[config.mk]
export PLATFORM = sky130hd
export DESIGN_NAME = divider_8bit_seq
export DESIGN_NICKNAME = d
export VERILOG_FILES = /design/src/rtl/divider_pkg.sv /design/src/rtl/divider_step.sv /design/src/rtl/divider_8bit_seq.sv
export SDC_FILE = /design/constraint.sdc
export NUM_CORES = 1
export LEC_CHECK = 0
export CAP_MARGIN = 20
export CORE_UTILIZATION = 30
export CTS_BUF_LIST = sky130_fd_sc_hd__clkbuf_16
export DETAILED_ROUTE_END_ITERATION = 7
export GPL_ROUTABILITY_DRIVEN = 0
export HOLD_SLACK_MARGIN = 0.12
export PLACE_DENSITY = 0.61
export SYNTH_ARGS = -nofsm -noshare
export SYNTH_HDL_FRONTEND = slang
export SYNTH_SLANG_ARGS = --single-unit
[constraint.sdc]
create_clock -name clk -period 2.9 [get_ports clk]
set_input_delay 0.725 -clock clk [delete_from_list [all_inputs] [get_ports clk]]
set_output_delay 0.725 -clock clk [all_outputs]
set_load 0.05 [all_outputs]
[src/rtl/divider_pkg.sv]
// Shared types and sizing for the sequential restoring divider.
package divider_pkg;

    typedef enum logic [1:0] {
        IDLE = 2'd0,
        RUN  = 2'd1,
        DONE = 2'd2
    } div_state_t;

    localparam int DIV_WIDTH = 8;
    localparam int DIV_CNT_W = $clog2(DIV_WIDTH);

endpackage

[src/rtl/divider_step.sv]
// One restoring-division iteration: shift in the next dividend bit, trial-subtract, restore on borrow.
module divider_step
    import divider_pkg::*;
#(
    parameter int WIDTH = DIV_WIDTH
) (
    input  logic [WIDTH-1:0] rem_in,
    input  logic             bit_in,
    input  logic [WIDTH-1:0] divisor,
    output logic [WIDTH-1:0] rem_out,
    output logic             q_bit
);

    logic [WIDTH:0] shifted;

    // The partial remainder is always below the divisor, so the kept result fits in WIDTH bits.
    always_comb begin
        shifted = {rem_in, bit_in};
        q_bit   = (shifted >= {1'b0, divisor});
        rem_out = q_bit ? WIDTH'(shifted - {1'b0, divisor}) : shifted[WIDTH-1:0];
    end

endmodule

[src/rtl/divider_8bit_seq.sv]
// Iterative restoring divider, one quotient bit per clock with start/done handshake.
// Define DIVIDER_SIGNED_EN for two's-complement operands (truncating division).
//
// state | meaning
// IDLE  | waiting for start
// RUN   | iterating, cnt steps 0..WIDTH-1
// DONE  | result valid, done pulses for this cycle
module divider_8bit_seq
    import divider_pkg::*;
#(
    parameter int WIDTH = DIV_WIDTH
) (
    input  logic             clk,
    input  logic             rst,
    input  logic             start,
    input  logic [WIDTH-1:0] dividend,
    input  logic [WIDTH-1:0] divisor,
    output logic             busy,
    output logic             done,
    output logic [WIDTH-1:0] quotient,
    output logic [WIDTH-1:0] remainder,
    output logic             div_by_zero
);

    localparam int             CW       = $clog2(WIDTH);
    localparam logic [CW-1:0] CNT_LAST = CW'(WIDTH - 1);

    div_state_t       state;
    logic [CW-1:0]    cnt;
    logic [WIDTH-1:0] dvd_r;
    logic [WIDTH-1:0] dvs_r;
    logic [WIDTH-1:0] prem_r;
    logic [WIDTH-1:0] prem_nxt;
    logic             q_bit;
    logic [WIDTH-1:0] q_raw;
    logic [WIDTH-1:0] dvd_mag;
    logic [WIDTH-1:0] dvs_mag;
    logic [WIDTH-1:0] q_final;
    logic [WIDTH-1:0] r_final;

    assign busy  = (state == RUN);
    assign q_raw = {dvd_r[WIDTH-2:0], q_bit};

`ifdef DIVIDER_SIGNED_EN
    logic neg_q;
    logic neg_r;

    assign dvd_mag = dividend[WIDTH-1] ? -dividend : dividend;
    assign dvs_mag = divisor[WIDTH-1]  ? -divisor  : divisor;
    assign q_final = neg_q ? -q_raw    : q_raw;
    assign r_final = neg_r ? -prem_nxt : prem_nxt;

    // Signs captured alongside the magnitudes; the remainder follows the dividend.
    always_ff @(posedge clk) begin
        if (rst) begin
            neg_q <= 1'b0;
            neg_r <= 1'b0;
        end else if (start && !busy && divisor != '0) begin
            neg_q <= dividend[WIDTH-1] ^ divisor[WIDTH-1];
            neg_r <= dividend[WIDTH-1];
        end
    end
`else
    assign dvd_mag = dividend;
    assign dvs_mag = divisor;
    assign q_final = q_raw;
    assign r_final = prem_nxt;
`endif

    divider_step #(.WIDTH(WIDTH)) u_step (
        .rem_in  (prem_r),
        .bit_in  (dvd_r[WIDTH-1]),
        .divisor (dvs_r),
        .rem_out (prem_nxt),
        .q_bit   (q_bit)
    );

    always_ff @(posedge clk) begin
        if (rst) begin
            state       <= IDLE;
            cnt         <= '0;
            dvd_r       <= '0;
            dvs_r       <= '0;
            prem_r      <= '0;
            done        <= 1'b0;
            quotient    <= '0;
            remainder   <= '0;
            div_by_zero <= 1'b0;
        end else begin
            done <= 1'b0;
            case (state)
                IDLE, DONE: begin
                    if (start) begin
                        if (divisor == '0) begin
                            state       <= DONE;
                            done        <= 1'b1;
                            quotient    <= '1;
                            remainder   <= dividend;
                            div_by_zero <= 1'b1;
                        end else begin
                            dvd_r  <= dvd_mag;
                            dvs_r  <= dvs_mag;
                            prem_r <= '0;
                            cnt    <= '0;
                            state  <= RUN;
                        end
                    end else begin
                        state <= IDLE;
                    end
                end
                RUN: begin
                    // Quotient bits fill dvd_r from the LSB as dividend bits leave the MSB.
                    dvd_r  <= q_raw;
                    prem_r <= prem_nxt;
                    cnt    <= cnt + 1'b1;
                    if (cnt == CNT_LAST) begin
                        state       <= DONE;
                        done        <= 1'b1;
                        quotient    <= q_final;
                        remainder   <= r_final;
                        div_by_zero <= 1'b0;
                    end
                end
                default: state <= IDLE;
            endcase
        end
    end

endmodule

==> impl_metrics.json, run 1 <==
{
  "seq_area_frac_synth_pct": 39.9,
  "mappedNetlistArea_um2": 2360,
  "grt_max_degree": 32,
  "io_buffers": 37,
  "use_met1_pct": 19.2,
  "grtUsageMet2_pct": 25.6,
  "synth-seq-cells": 47,
  "track_usage_pct": 15.4,
  "timing.final.crit_share_pct": 83.7,
  "dieArea_um2": 8220,
  "ctsResizeCount": 0,
  "ant_nets": 0,
  "setup_violations": 0,
  "grtUsageMet3_pct": 4.04,
  "antenna_found_initial": 0,
  "avgViaCountPerCell": 5.02,
  "final_area_um2": 2990,
  "start_util_pct": 31.8,
  "drtIter0Drc": 126,
  "finalNetCount": 361,
  "firstDrtPassIters": 4,
  "die_x_um": 90.6,
  "slowest_stage": "or4_4",
  "wl_per_cell_um": 13.8,
  "fin_setup_tns_ns": 0,
  "syn2layout_area_growth_pct": 26.9,
  "drive_gt1_share_pct": 10.8,
  "synth_top_area_share_pct": 39.9,
  "cts_root_buf": "clkbuf_16",
  "core-area_um2": 7410,
  "place_area_um2": 2850,
  "register_area_um2": 941,
  "yosys.area.top_type": "dfxtp_1",
  "htreeDepth": 2,
  "fillers": 743,
  "grt_pass1_vias": 2168,
  "die_h_um": 90.6,
  "power.density_nw_per_um2": 632,
  "max_slew_margin_pct": 57.9,
  "place_inst": 423,
  "timing.hold.ws_ns": 0.453,
  "yosysUniqueCellTypes": 48,
  "crit_required_ns": 3.06,
  "async_reset_ff_share_pct": 0,
  "syn_area_per_cell_um2": 8.02,
  "power_leakage_uw": 0.00113,
  "cts_tree": "yes",
  "vias": 2162,
  "crit_path_cell_trace": "clkdlybuf4s50_1 > or4_4 > nor2_4 > o22ai_2 > or3_1 > o21ai_1 > a211oi_1",
  "synthTopCellsByArea": "dfxtp_1 (40%), nor2_1 (7.6%), nand2_1 (7.5%)",
  "cts_hold_buf": 0,
  "cts_buffers": 5,
  "grt_pass1_wl_um": 10200,
  "place_hpwl_um": 4380,
  "finalWirelength_um": 5950,
  "ctsLongestPathBuffers": 2,
  "syn-num-nets": 324,
  "drc_errors": 0,
  "hold_violations": 0,
  "critPathBufInv": 1,
  "final_cells": 431,
  "hold_path.class": "reg2reg",
  "clk_pin_slew_ns": 0.06,
  "rows": 31,
  "multi_input_area_um2": 1290,
  "syn_inst": 294,
  "period_needed_ns": 2.43,
  "final_core_util_pct": 40.4,
  "busiest_layer": "met2",
  "grt_overflow": 0,
  "diodes": 0,
  "cp-end-kind": "register",
  "vdd_ir_drop_max_mv": 0.311,
  "drv_slew": 0,
  "synth-edff-count": 0,
  "crit_type": "in2reg",
  "worstMarginPinSlew_ns": 0.631,
  "cp_data_arrival_time_ns": 2.59,
  "synthFlopType": "dfxtp_1",
  "cts_sinks": 47,
  "io_pins": 38,
  "max_freq_mhz": 412,
  "worstSkewPairLatency_ns": 0.29,
  "ys_warn_count": 0,
  "clock_skew_ns": 0.00407,
  "grt_setup_unrepaired": "false",
  "critPathLaunchType": "primary input",
  "cap_viol_max_count": 0,
  "cp_top_family": "simple AND/OR/NAND/NOR gates",
  "status": "complete, no violations",
  "crit_fanout": 10,
  "post-cts-setup-buffers": 0,
  "max_stage_delay_ns": 0.58
}
[Yosys cell counts (all sizes together), types with 2 or more instances]
cell    count
or4         2
nor2b       4
mux2        2
dfxtp      47
nor2       50
xnor2       2
ha         10
nand3       6
a21oi      29
o21a        2
nor3       12
o31ai       3
o21ai      11
nand2b      3
a311oi      9
buf         4
nand2      47
inv        12
clkbuf     12
mux2i       2
a21o        2
o22ai       2
o211ai      2
xor2        2
a211oi      4
and2        2
[area by class of cell]
class | count | share of cell area [%]
Clock buffer | 5 | 4.18
Clock inverter | 3 | 0.669
Inverter | 12 | 1.51
Multi-Input combinational cell | 219 | 43.2
Sequential cell | 47 | 31.5
Tap cell | 99 | 4.14
Timing Repair Buffer | 46 | 14.8
[path summary, 6_finish.rpt]
path,slack [ns],depth (start not counted),endpoint,from
setup / recovery,0.47,7,remainder[7],divisor[7]
setup reg to reg,0.57,8,remainder[2],dvs_r[6]
hold reg to reg,0.45,2,dvs_r[7],dvs_r[7]
hold / removal,0.45,2,dvs_r[7],dvs_r[7]
[routing by layer]
layer | share of wire (%) | vias up
li1 | - | 1088
met1 | 47 | 1018
met2 | 47 | 43
met3 | 4.1 | 13
met4 | 2.1 | 0
met5 | 0 | -
[placed cells by master (no fill, tap or decap), types with 8 or more instances in the layout]
master / instances
nand2_1: 47
dfxtp_1: 47
inv_1: 11
nor3_1: 8
clkdlybuf4s50_1: 35
a21oi_1: 27
ha_1: 10
buf_4: 9
nor2_1: 48
a311oi_1: 9
o21ai_0: 8
[stage by stage]
step	power [uW]	worst slack, ns
after floorplan	1180	0.749
after global placement	1330	0.226
after detailed placement	1340	0.183
after CTS	1910	0.483
after global routing	2010	0.358
final	1890	0.472
[cells by family (layout without fill, tap and decap cells)]
group,count (synthesis),after routing,synth area share (%)
xor gates and xnor gates,4,4,1.49
buffers and inverters,28,66,5.20
and+or+nand+nor,130,130,25.2
muxes,4,4,1.80
DFF,47,47,39.9
adders and majority gates,11,11,6.16
AOI/OAI and AO/OA,70,70,20.2
[state kept, by name, indices dropped and copies added, names as in the netlist]
register     flops
div_by_zero      1
done             1
remainder        8
dvs_r            8
prem_r           8
quotient         8
state            2
cnt              3
dvd_r            8
[worst register-to-register path: stages (launching register included)]
cell and delay (ns):
dfxtp_1 0.33, inv_1 0.05, ha_1 0.40, nand3_2 0.14
o221ai_2 0.19, a21o_1 0.38, mux2_2 0.41, o21ai_0 0.20
a21oi_1 0.09
[report_power, final]
group          leakage, uW  internal, uW  switching, uW
Clock            0.0000674           318            247
Combinational     0.000682           231            357
Sequential        0.000385           697           39.1
No activity file was read; power rests on OpenSTA's default activity.
==> inputs of run 2 (changes only) <==
==> constraint.sdc (replaced) <==
create_clock -name clk -period 2.3 [get_ports clk]
set_input_delay 0.575 -clock clk [delete_from_list [all_inputs] [get_ports clk]]
set_output_delay 0.575 -clock clk [all_outputs]
set_load 0.05 [all_outputs]
==> impl_metrics.json, run 2 (synthesis gave the netlist of run 1 again) <==
{
  "status": "complete, no violations",
  "grt_pass1_vias": 2104,
  "crit_path_cell_trace": "inv_1 > ha_1 > fa_1 > nand2b_4 > a21oi_2 > xor2_1 > mux2i_1 > a2111oi_2 > a31o_1",
  "cts_root_buf": "clkbuf_16",
  "grt_overflow": 0,
  "power.density_nw_per_um2": 850,
  "antenna_found_initial": 0,
  "die_h_um": 90.6,
  "finalPower_uw": 2780,
  "ant_nets": 0,
  "worstSkewPairLatency_ns": 0.29,
  "period_needed_ns": 2.18,
  "place_inst": 443,
  "drtIter0Drc": 136,
  "grt_pass1_wl_um": 10400,
  "timing.final.crit_share_pct": 95.0,
  "hold_violations": 0,
  "ctsLongestPathBuffers": 2,
  "finalNetCount": 383,
  "grt_setup_unrepaired": "false",
  "mostFrequentLayoutCells": "nor2_1 (48), nand2_1 (47), dfxtp_1 (47)",
  "critPathBufInv": 1,
  "cp_data_arrival_time_ns": 2.42,
  "reg2regPathDepth": 9,
  "max_freq_mhz": 458,
  "io_pins": 38,
  "start_util_pct": 31.8,
  "critPathLaunchType": "register",
  "firstDrtPassIters": 4,
  "cap_viol_max_count": 0,
  "worstMarginPinSlew_ns": 0.531,
  "max_slew_margin_pct": 64.6,
  "top_layer_used": "met4",
  "vdd_ir_drop_max_mv": 0.530,
  "setup_violations": 0,
  "crit_fanout": 3,
  "core-area_um2": 7410,
  "routed-wl-met2_um": 3000,
  "rows": 31,
  "layout_commonest_cell": "nor2_1",
  "htreeDepth": 2,
  "wl_per_cell_um": 13.7,
  "cp.depth": 9,
  "dieArea_um2": 8220,
  "crit_type": "reg2reg",
  "hold_path.class": "reg2reg",
  "power_leakage_uw": 0.00129,
  "avgViaCountPerCell": 4.90,
  "io_buffers": 37,
  "vias": 2221,
  "cts_buffers": 5,
  "place_hpwl_um": 4590,
  "routed-wl-met3_um": 227,
  "clk_pin_slew_ns": 0.07,
  "diodes": 0,
  "drive_gt1_share_pct": 18.4,
  "cp-end-kind": "register",
  "max_stage_delay_ns": 0.42,
  "cts_tree": "yes",
  "track_usage_pct": 15.9,
  "drc_errors": 0,
  "finalWirelength_um": 6200,
  "syn2layout_area_growth_pct": 38.6,
  "die_x_um": 90.6,
  "cp_top_family": "adder cells",
  "crit_required_ns": 2.54,
  "min_path_cells": 2,
  "slowest_stage": "fa_1",
  "clock_skew_ns": 0.00703,
  "grt_max_degree": 31,
  "cts_sinks": 47,
  "final_cells": 453,
  "drv_slew": 0,
  "wl_met1_um": 2930
}
## run 2: cell types whose count changed in the layout (fill, tap and decap cells not counted), sizes merged
cell and delta:
buf +22, clkinv -2, inv +1, bufinv +2
clkinvlp -1
## run 2: worst reg2reg max path: cells and delay by family (launching register included)
kind | cells | cell delay, ns
flip-flops | 1 | 0.34
AND/OR/NAND/NOR | 1 | 0.18
XOR/XNOR | 1 | 0.18
adder cells (fa/ha/maj) | 2 | 0.63
AO/OA/AOI/OAI | 3 | 0.63
buffers and inverters | 1 | 0.05
multiplexers | 1 | 0.13
## run 2: worst paths after layout
kind                 start      endpoint  slack, ns
setup / recovery  dvd_r[7]  remainder[4]       0.12
setup reg to reg  dvd_r[7]  remainder[4]       0.12
hold / removal    dvs_r[5]      dvs_r[5]       0.46
hold reg to reg   dvs_r[5]      dvs_r[5]       0.46
## run 2: what timing repair did
item | CTS | global route
buffers inserted | 0 | 2
hold buffers | 0 | 0
gates resized for setup | 2 | 6
setup endpoints to repair | 2 | 11
endpoints found under the hold margin | 0 | 0
## run 2: report_power, final
group / internal, uW / switching (uW) / leakage (uW)
logic: 385 / 497 / 0.000807
registers: 879 / 49.3 / 0.000385
clock network: 631 / 337 / 0.0000959
## run 2: area by class of cell
class	instances	area, um^2
Clock buffer	5	125
Clock inverter	3	71.3
Multi-Input combinational cell	219	1330
Sequential cell	47	941
Fill cell	723	4140
Timing Repair Buffer	68	633
Tap cell	99	124
Inverter	12	45.0
## run 2: stage by stage
step	hold WS, ns	setup TNS [ns]	cell area [um^2]	worst slack, ns	util, %
detailed placement	0.448	-5.42	3020	-0.253	40.8
global route	0.486	0	3270	0.0222	44.1
CTS	0.458	0	3230	0.0446	43.6
global placement	0.446	-4.11	3020	-0.188	40.8
finish	0.457	0	3270	0.116	44.1
floorplan	0.426	0	2360	0.267	-
## run 2: layer usage
layer | up-vias | global-route usage [%]
li1 | 1141 | -
met1 | 1024 | 21.5
met2 | 51 | 25.9
met3 | 5 | 3.20
met4 | 0 | 3.49
met5 | - | 0
==> inputs of run 3 (changes only) <==
--- a/config.mk
+++ b/config.mk
@@ -15,3 +15,4 @@
 export SYNTH_ARGS = -nofsm -noshare
 export SYNTH_HDL_FRONTEND = slang
 export SYNTH_SLANG_ARGS = --single-unit
+export TNS_END_PERCENT = 30
==> impl_metrics.json, run 3 (synthesis gave the netlist of run 1 again) <==
{
  "period_needed_ns": 2.18,
  "mostFrequentLayoutCells": "nor2_1 (48), nand2_1 (47), dfxtp_1 (47)",
  "power_leakage_uw": 0.00129,
  "power_frac_comb_pct": 31.6,
  "grt_overflow": 0,
  "critPathLaunchType": "register",
  "layout_commonest_cell": "nor2_1",
  "power.switching_uw": 881,
  "io_buffers": 37,
  "io_pins": 38,
  "start_util_pct": 31.8,
  "cts_sinks": 47,
  "die_x_um": 90.6,
  "rows": 31,
  "crit_type": "reg2reg",
  "finalNetCount": 383,
  "fin_setup_tns_ns": 0,
  "place_area_um2": 3020,
  "worstSkewPairLatency_ns": 0.29,
  "rrSetupSlack_ns": 0.12,
  "dieArea_um2": 8220,
  "firstDrtPassIters": 4,
  "min_from": "dvs_r[5]",
  "finalPower_uw": 2770,
  "avgViaCountPerCell": 4.92,
  "whs_endpoint": "dvs_r[5]",
  "place_hpwl_um": 4590,
  "ant_nets": 0,
  "htreeDepth": 2,
  "grt_pass1_wl_um": 10400,
  "final_area_um2": 3260,
  "cp_data_arrival_time_ns": 2.42,
  "grt_pass1_vias": 2104,
  "wl_per_cell_um": 13.7,
  "cts_tree": "yes",
  "timing.final.crit_share_pct": 94.9,
  "clock_skew_ns": 0.00611,
  "diodes": 0,
  "drc_errors": 0,
  "min_path_cells": 2,
  "setup_violations": 0,
  "vdd_ir_drop_max_mv": 0.526,
  "rr_endpoint": "remainder[4]",
  "cp-end-kind": "register",
  "clk_pin_slew_ns": 0.07,
  "reg2reg_from": "dvd_r[7]",
  "max_freq_mhz": 458,
  "internal_power_uw": 1890,
  "reg2regPathDepth": 9,
  "hold_violations": 0,
  "drtIter0Drc": 137,
  "core-area_um2": 7410,
  "vias": 2229,
  "switching_share_pct": 31.8,
  "drive_gt1_share_pct": 18.1,
  "cts_root_buf": "clkbuf_16",
  "power.density_nw_per_um2": 850,
  "final_core_util_pct": 44.0,
  "status": "complete, no violations",
  "power_frac_seq_pct": 33.5,
  "hold_path.class": "reg2reg",
  "track_usage_pct": 15.9,
  "finalWirelength_um": 6220,
  "cap_viol_max_count": 0,
  "ctsLongestPathBuffers": 2,
  "syn2layout_area_growth_pct": 38.4,
  "worstMarginPinSlew_ns": 0.541,
  "crit_required_ns": 2.54,
  "pwr-share-clk_pct": 34.9,
  "crit_fanout": 3,
  "cts_buffers": 5,
  "max_slew_margin_pct": 63.9,
  "grt_setup_unrepaired": "true",
  "grt_max_degree": 31,
  "cts_hold_buf": 0,
  "die_h_um": 90.6,
  "antenna_found_initial": 0,
  "drv_slew": 0
}
run 3: area by class of cell:
type | instances | area [um^2]
Timing Repair Buffer | 68 | 633
Sequential cell | 47 | 941
Fill cell | 725 | 4150
Tap cell | 99 | 124
Multi-Input combinational cell | 219 | 1320
Inverter | 12 | 45.0
Clock buffer | 5 | 125
Clock inverter | 3 | 71.3
run 3: worst max-delay path: stages, from the launching register on:
cell and delay, ns:
dfxtp_1 0.34, inv_1 0.05, ha_1 0.21, fa_1 0.42, nand2b_4 0.18, a21oi_2 0.14
xor2_1 0.18, mux2i_1 0.13, a2111oi_2 0.36, a31o_1 0.13
run 3: what timing repair did:
action                                  in CTS  in global routing
setup buffers                                0                  2
endpoints found under the setup margin       2                 11
pin swaps                                    0                  0
gates resized for setup                      2                  5
run 3: routing by layer:
layer,vias up,track usage (%),share of wire (%)
li1,1142,-,-
met4,0,3.49,1.1
met2,62,25.9,48
met5,-,0,0
met1,1016,21.5,47
met3,9,3.20,3.7
run 3: per-stage QoR:
step                      instances  hold WS (ns)  worst slack (ns)
final                           453         0.457             0.117
after global routing            453         0.486         -0.000923
after CTS                       451         0.458            0.0446
after detailed placement        443         0.448            -0.253
after global placement          443         0.446            -0.188
after floorplan                 294         0.426             0.267
run 3: worst max path at each step:
stage	startpoint	to	slack, ns
6_report	dvd_r[7]	remainder[4]	0.12
4_1_cts	dvd_r[7]	remainder[4]	0.04
5_1_grt	dvs_r[1]	remainder[7]	-0.0009
2_1_floorplan	dvd_r[7]	remainder[4]	0.27
3_3_place_gp	divisor[3]	quotient[6]	-0.19
3_5_place_dp	divisor[3]	quotient[7]	-0.25
run 3: power groups by stage:
| stage | Sequential (uW) | Combinational (uW) | Clock [uW] |
|---|---|---|---|
| after global placement | 945 | 811 | 0 |
| final | 928 | 875 | 969 |
| after floorplan | 996 | 498 | 0 |
| after global routing | 936 | 956 | 1020 |
| after detailed placement | 946 | 822 | 0 |
| after CTS | 928 | 850 | 988 |
